File: src/rtl/rr_arbiter_8.sv
// rr_arbiter_8: eight-way round-robin arbiter with a registered one-hot grant.
// A grant is held until the holder pulses done or drops its request. Every
// release is followed by exactly one IDLE cycle before the next grant, and the
// search for the next winner starts just after the previous holder.
// Optional feature macro: ARB_TIMEOUT_EN. When it is defined, a grant is also
// revoked after HOLD_MAX cycles and tout pulses as the grant drops.
module rr_arbiter_8 #(
  parameter int HOLD_MAX = 15
) (
  input  logic       clk,
  input  logic       rst_n,
  input  logic [7:0] req,
  input  logic       done,
  output logic       any_req,
  output logic [7:0] grant,
  output logic       grant_valid,
  output logic [2:0] grant_id,
  output logic       tout
);

  typedef enum logic {
    IDLE = 1'b0,
    BUSY = 1'b1
  } state_e;

  // Reject an unusable hold limit at elaboration time.
  if (HOLD_MAX < 1 || HOLD_MAX > 255) begin : g_bad_hold_max
    $error("rr_arbiter_8: HOLD_MAX must be in 1..255");
  end

  state_e     state_q, state_d;
  logic [2:0] ptr_q, ptr_d;
  logic [7:0] grant_q, grant_d;
  logic       grant_valid_q, grant_valid_d;
  logic [2:0] grant_id_q, grant_id_d;

  logic       found;
  logic [2:0] idx;
  logic [2:0] pick_id;
  logic       holder_drop;
  logic       hold_expired;

`ifdef ARB_TIMEOUT_EN
  logic [7:0] hold_cnt_q, hold_cnt_d;
  logic       tout_q, tout_d;

  // The grant is revoked on the edge where the counter shows HOLD_MAX-1,
  // which gives the holder exactly HOLD_MAX cycles.
  assign hold_expired = (hold_cnt_q == 8'(HOLD_MAX - 1));
  assign tout         = tout_q;
`else
  assign hold_expired = 1'b0;
  assign tout         = 1'b0;
`endif

  assign any_req     = |req;
  assign grant       = grant_q;
  assign grant_valid = grant_valid_q;
  assign grant_id    = grant_id_q;
  assign holder_drop = ~req[grant_id_q];

  // Pick the first active requester, searching upward from ptr and wrapping.
  always_comb begin
    // NOTE: every variable gets a default before any branch; a path that
    // leaves one unassigned would infer a latch.
    found   = 1'b0;
    idx     = '0;
    pick_id = ptr_q;
    for (int k = 0; k < 8; k++) begin
      idx = ptr_q + 3'(k);
      if (!found && req[idx]) begin
        found   = 1'b1;
        pick_id = idx;
      end
    end
  end

  // Next-state and output logic for the IDLE/BUSY controller.
  always_comb begin
    state_d       = state_q;
    ptr_d         = ptr_q;
    grant_d       = grant_q;
    grant_valid_d = grant_valid_q;
    grant_id_d    = grant_id_q;
`ifdef ARB_TIMEOUT_EN
    hold_cnt_d    = hold_cnt_q;
    tout_d        = 1'b0;
`endif
    case (state_q)
      IDLE: begin
        // done is ignored here: only requests start a grant.
        if (any_req) begin
          state_d       = BUSY;
          grant_d       = 8'b1 << pick_id;
          grant_valid_d = 1'b1;
          grant_id_d    = pick_id;
`ifdef ARB_TIMEOUT_EN
          hold_cnt_d    = '0;
`endif
        end
      end
      BUSY: begin
        // Other requesters cannot disturb the grant; only the holder's own
        // done or request drop (or the timeout) ends it.
        if (done || holder_drop || hold_expired) begin
          state_d       = IDLE;
          ptr_d         = grant_id_q + 3'd1;
          grant_d       = '0;
          grant_valid_d = 1'b0;
          grant_id_d    = '0;
`ifdef ARB_TIMEOUT_EN
          // A normal release on the same edge wins over the timeout.
          tout_d        = hold_expired && !done && !holder_drop;
`endif
        end else begin
`ifdef ARB_TIMEOUT_EN
          hold_cnt_d = hold_cnt_q + 8'd1;
`endif
        end
      end
      default: begin
        state_d = IDLE;
      end
    endcase
  end

  // State register; reset drops any grant immediately and restarts the search at 0.
  always_ff @(posedge clk or negedge rst_n) begin
    if (!rst_n) begin
      state_q       <= IDLE;
      ptr_q         <= '0;
      grant_q       <= '0;
      grant_valid_q <= 1'b0;
      grant_id_q    <= '0;
`ifdef ARB_TIMEOUT_EN
      hold_cnt_q    <= '0;
      tout_q        <= 1'b0;
`endif
    end else begin
      // NOTE: non-blocking assignments keep all flops updating from the
      // same pre-edge values, independent of statement order.
      state_q       <= state_d;
      ptr_q         <= ptr_d;
      grant_q       <= grant_d;
      grant_valid_q <= grant_valid_d;
      grant_id_q    <= grant_id_d;
`ifdef ARB_TIMEOUT_EN
      hold_cnt_q    <= hold_cnt_d;
      tout_q        <= tout_d;
`endif
    end
  end

endmodule

File: config.mk
export PLATFORM = sky130hd
export DESIGN_NAME = rr_arbiter_8
export DESIGN_NICKNAME = d
export VERILOG_FILES = /design/src/rtl/rr_arbiter_8.sv
export SDC_FILE = /design/constraint.sdc
export NUM_CORES = 1
export LEC_CHECK = 0
export CORE_AREA = 2 2 78 65
export CTS_BUF_LIST = sky130_fd_sc_hd__clkbuf_4 sky130_fd_sc_hd__clkbuf_8
export DETAILED_ROUTE_END_ITERATION = 6
export DIE_AREA = 0 0 80 67
export GPL_ROUTABILITY_DRIVEN = 1
export HOLD_SLACK_MARGIN = 0.05
export SKIP_LAST_GASP = 1
export SYNTH_ARGS = -nofsm -noshare
export SYNTH_HDL_FRONTEND = slang
export SYNTH_SLANG_ARGS = --single-unit
File: constraint.sdc
create_clock -name clk -period 3.02 [get_ports clk]
set_input_delay 0.453 -clock clk [delete_from_list [all_inputs] [get_ports clk]]
set_output_delay 0.453 -clock clk [all_outputs]
set_load 0.02 [all_outputs]
==> impl_metrics.py <==
metrics = {
    "worst_setup_path": {
        "crit_buf_inv": 1,
        "slowest_stage": "mux4_2",
        "critical_path_class": "flop to flop",
        "ff2ff_path_depth": 10,
        "crit_family": "compound AO/OA/AOI/OAI gates",
        "crit_fanout": 9,
        "required_ns": 3.16,
        "rrSetupSlack_ns": 0.12,
        "arrival_ns": 3.03,
        "r2r-start": "ptr_q[0]",
        "r2r_end": "grant[4]",
        "cp-end-kind": "flop",
        "critPathMaxStageDelay_ns": 0.49,
        "worstPathCellList": "ha_1 -> mux2i_1 -> mux4_2 -> and2_4 -> o211ai_1 -> o221ai_1 -> a211oi_2 -> o32ai_4 -> buf_12 -> a32o_1",
        "crit_path_start_kind": "flop",
    },
    "sta": {
        "layout_min_cycle_time_ns": 2.899,
        "hold_violations": 0,
        "slew_violations": 0,
        "tns_ns": 0,
        "finalCritPeriodShare": 0.9600,
        "worst_pin_slew_ns": 0.7168,
        "fmax_ghz": 0.3449,
        "setup_viol": 0,
        "setup_ws_ns": 0.1209,
        "fin_skew_ns": 0.0005710,
        "max_slew_margin": 0.5206,
    },
    "pwr": {
        "peakVddDrop_v": 0.0005958,
        "power.internal_mw": 1.777,
        "leakage_nw": 0.9885,
        "p_seq_frac": 0.118,
        "power_density_nw_per_um2": 1378,
        "sw_frac_of_total": 0.4636,
        "comb_power_share": 0.825,
        "switchingPower_mw": 1.535,
        "p_clk_frac": 0.056,
    },
    "yosys": {
        "yosysUniqueCellTypes": 50,
        "synthArstFlopShare": 1.000,
        "netlist_area_um2": 1765,
        "synth-compound-area-share": 0.2013,
        "avgSynthCellArea_um2": 9.647,
        "synth_enable_flop_cells": 0,
        "syn_nets": 197,
        "synth_xor_area_frac": 0.02481,
        "synth.area.mux_share": 0.2785,
        "synth_top_family_by_area": "multiplexers",
        "synth-seq-area-share": 0.2268,
        "synthSimpleGateAreaFrac": 0.1644,
        "postSynthCellCount": 183,
        "ys_ff_latch": 16,
        "synthFlopType": "dfrtp_1",
        "yosys.area_share.adder": 0.02126,
        "yosysWarnings": 0,
    },
    "floorplanning": {
        "die-area_um2": 5360,
        "fp.dieW_um": 80,
        "core_area_um2": 4514,
        "io_pins": 25,
        "rows": 22,
        "initial_core_util": 0.3911,
        "dieHeight_um": 67,
    },
    "hold_path": {
        "holdPathEnd": "grant[6]",
        "hold_class": "flop to flop",
        "hold_start": "grant[6]",
        "whs_path_depth": 2,
    },
    "clock_tree": {
        "cts_sinks": 16,
        "ctsLongestPathBuffers": 2,
        "h-tree-depth": 1,
        "cts_tree": "yes",
        "clk_pin_slew_ns": 0.06,
        "postCtsHoldBufs": 0,
        "cts_root_buf": "clkbuf_8",
        "insertion_delay_ns": 0.25,
        "cts_buffers": 3,
    },
    "global_routing": {
        "use_met1": 0.2810,
        "grt_pass1_wl_mm": 8.245,
        "grt_max_degree": 17,
        "grt_pass1_vias": 1685,
        "grt_usage": 0.1955,
        "antenna_found_initial": 0,
        "grt_use_met3": 0.03117,
        "grtUsageMet2": 0.3125,
        "grt.busiest_layer": "met2",
        "gr-total-overflow": 0,
    },
    "layout": {
        "stdcell_count": 294,
        "stdcell_area_um2": 2404,
        "final_util": 0.5324,
        "area.growth.synth_to_final_pct": 36.14,
        "final_common_cell": "buf_4",
        "fin_nets": 249,
        "drive_gt1_frac": 0.3504,
        "antenna_cells": 0,
        "layout_common_cells": "buf_4 (41), nand2_1 (25), dfrtp_1 (16)",
    },
    "place": {
        "hpwl_mm": 3.633,
        "gp_congestion": 0.9058,
        "io_buffer_count": 23,
        "post-place-ws_ns": -0.2631,
        "place_inst": 289,
        "placed_area_um2": 2267,
    },
    "route": {
        "vias_per_cell": 5.667,
        "routedWlPerCell_um": 16.18,
        "drt_wl_total_mm": 4.756,
        "drtIter0Drc": 118,
        "drc": 0,
        "firstDrtPassIters": 4,
        "dr_total_vias": 1666,
        "drtAntennaViolNets": 0,
    },
    "outcome": {
        "outcome": "complete, no violations",
    },
    "job": {
        "cap_violations": 0,
    },
}
repair_timing:
action	CTS	global route
buffers inserted	0	1
endpoints found under the setup margin	2	9
pin swaps	1	1
resized for setup	7	13
cells by family after synthesis:
group / Yosys count
XOR/XNOR: 5
AO/OA/AOI/OAI: 44
adder cells (fa/ha/maj): 3
buffers and inverters: 23
AND/OR/NAND/NOR: 59
multiplexers: 32
flip-flops: 16
other: 1
worst max path at each step:
stage	start	to	slack, ns	cells past startpoint
6_report	ptr_q[0]	grant[4]	0.12	10
5_1_grt	ptr_q[0]	grant[0]	-0.01	11
4_1_cts	req[0]	grant[7]	0.03	10
3_5_place_dp	req[2]	grant[3]	-0.26	10
3_3_place_gp	req[4]	grant[7]	-0.28	10
2_1_floorplan	ptr_q[0]	grant[0]	0.16	11
power by group through the flow:
stage	combinational [mW]	sequential, mW	clock, mW
6_report	2.73	0.391	0.187
5_1_grt	2.98	0.403	0.202
4_1_cts	2.58	0.395	0.193
3_5_place_dp	2.51	0.398	0
3_3_place_gp	2.48	0.395	0
2_1_floorplan	1.60	0.443	0
metrics by stage:
step	hold WS (ns)	total power, mW
final	0.4841	3.312
after global routing	0.5260	3.582
after CTS	0.4874	3.162
after detailed placement	0.4709	2.905
after global placement	0.4673	2.874
after floorplan	0.1574	2.039
metal layers:
metal	vias up	wire length, µm	share of wire
met5	-	0	0
met4	0	36	0.0076
met3	5	307	0.065
met2	59	2245	0.47
met1	816	2166	0.46
li1	786	-	-
cell type report:
| cell class | instances | area, µm² |
|---|---|---|
| clock buffer | 4 | 55.05 |
| tap | 60 | 75.07 |
| timing repair buffer | 65 | 563.0 |
| sequential | 16 | 400.4 |
| fill | 402 | 2111 |
| inverter | 5 | 18.77 |
| multi-input combinational | 144 | 1291 |
worst reg2reg max path: cells and delay by family, from the launching register on:
kind | cells | cell delay [ns]
buffers and inverters | 1 | 0.16
DFF | 1 | 0.41
adders and majority gates | 1 | 0.33
muxes | 2 | 0.65
AOI/OAI and AO/OA | 5 | 1.06
and+or+nand+nor | 1 | 0.18
synthesized netlist by cell type (all sizes together), types with 4 or more instances:
| cell | n | area share |
|---|---|---|
| a32o | 4 | 0.023 |
| nand2 | 26 | 0.055 |
| clkbuf | 9 | 0.021 |
| nand3 | 4 | 0.011 |
| inv | 5 | 0.011 |
| and2 | 4 | 0.016 |
| buf | 9 | 0.049 |
| nor2 | 10 | 0.021 |
| mux2i | 12 | 0.068 |
| o21ai | 10 | 0.030 |
| o22ai | 4 | 0.018 |
| o31ai | 5 | 0.021 |
| xnor2 | 4 | 0.020 |
| mux2 | 7 | 0.045 |
| mux4 | 13 | 0.17 |
| dfrtp | 16 | 0.23 |
| a21oi | 4 | 0.013 |
| nand2b | 5 | 0.018 |
state kept, by name, indices dropped and copies added (netlist names):
name / flops
ptr_q: 3
state_q: 1
grant_id: 3
grant: 8
grant_valid: 1
(Power assumes the default switching activity.)
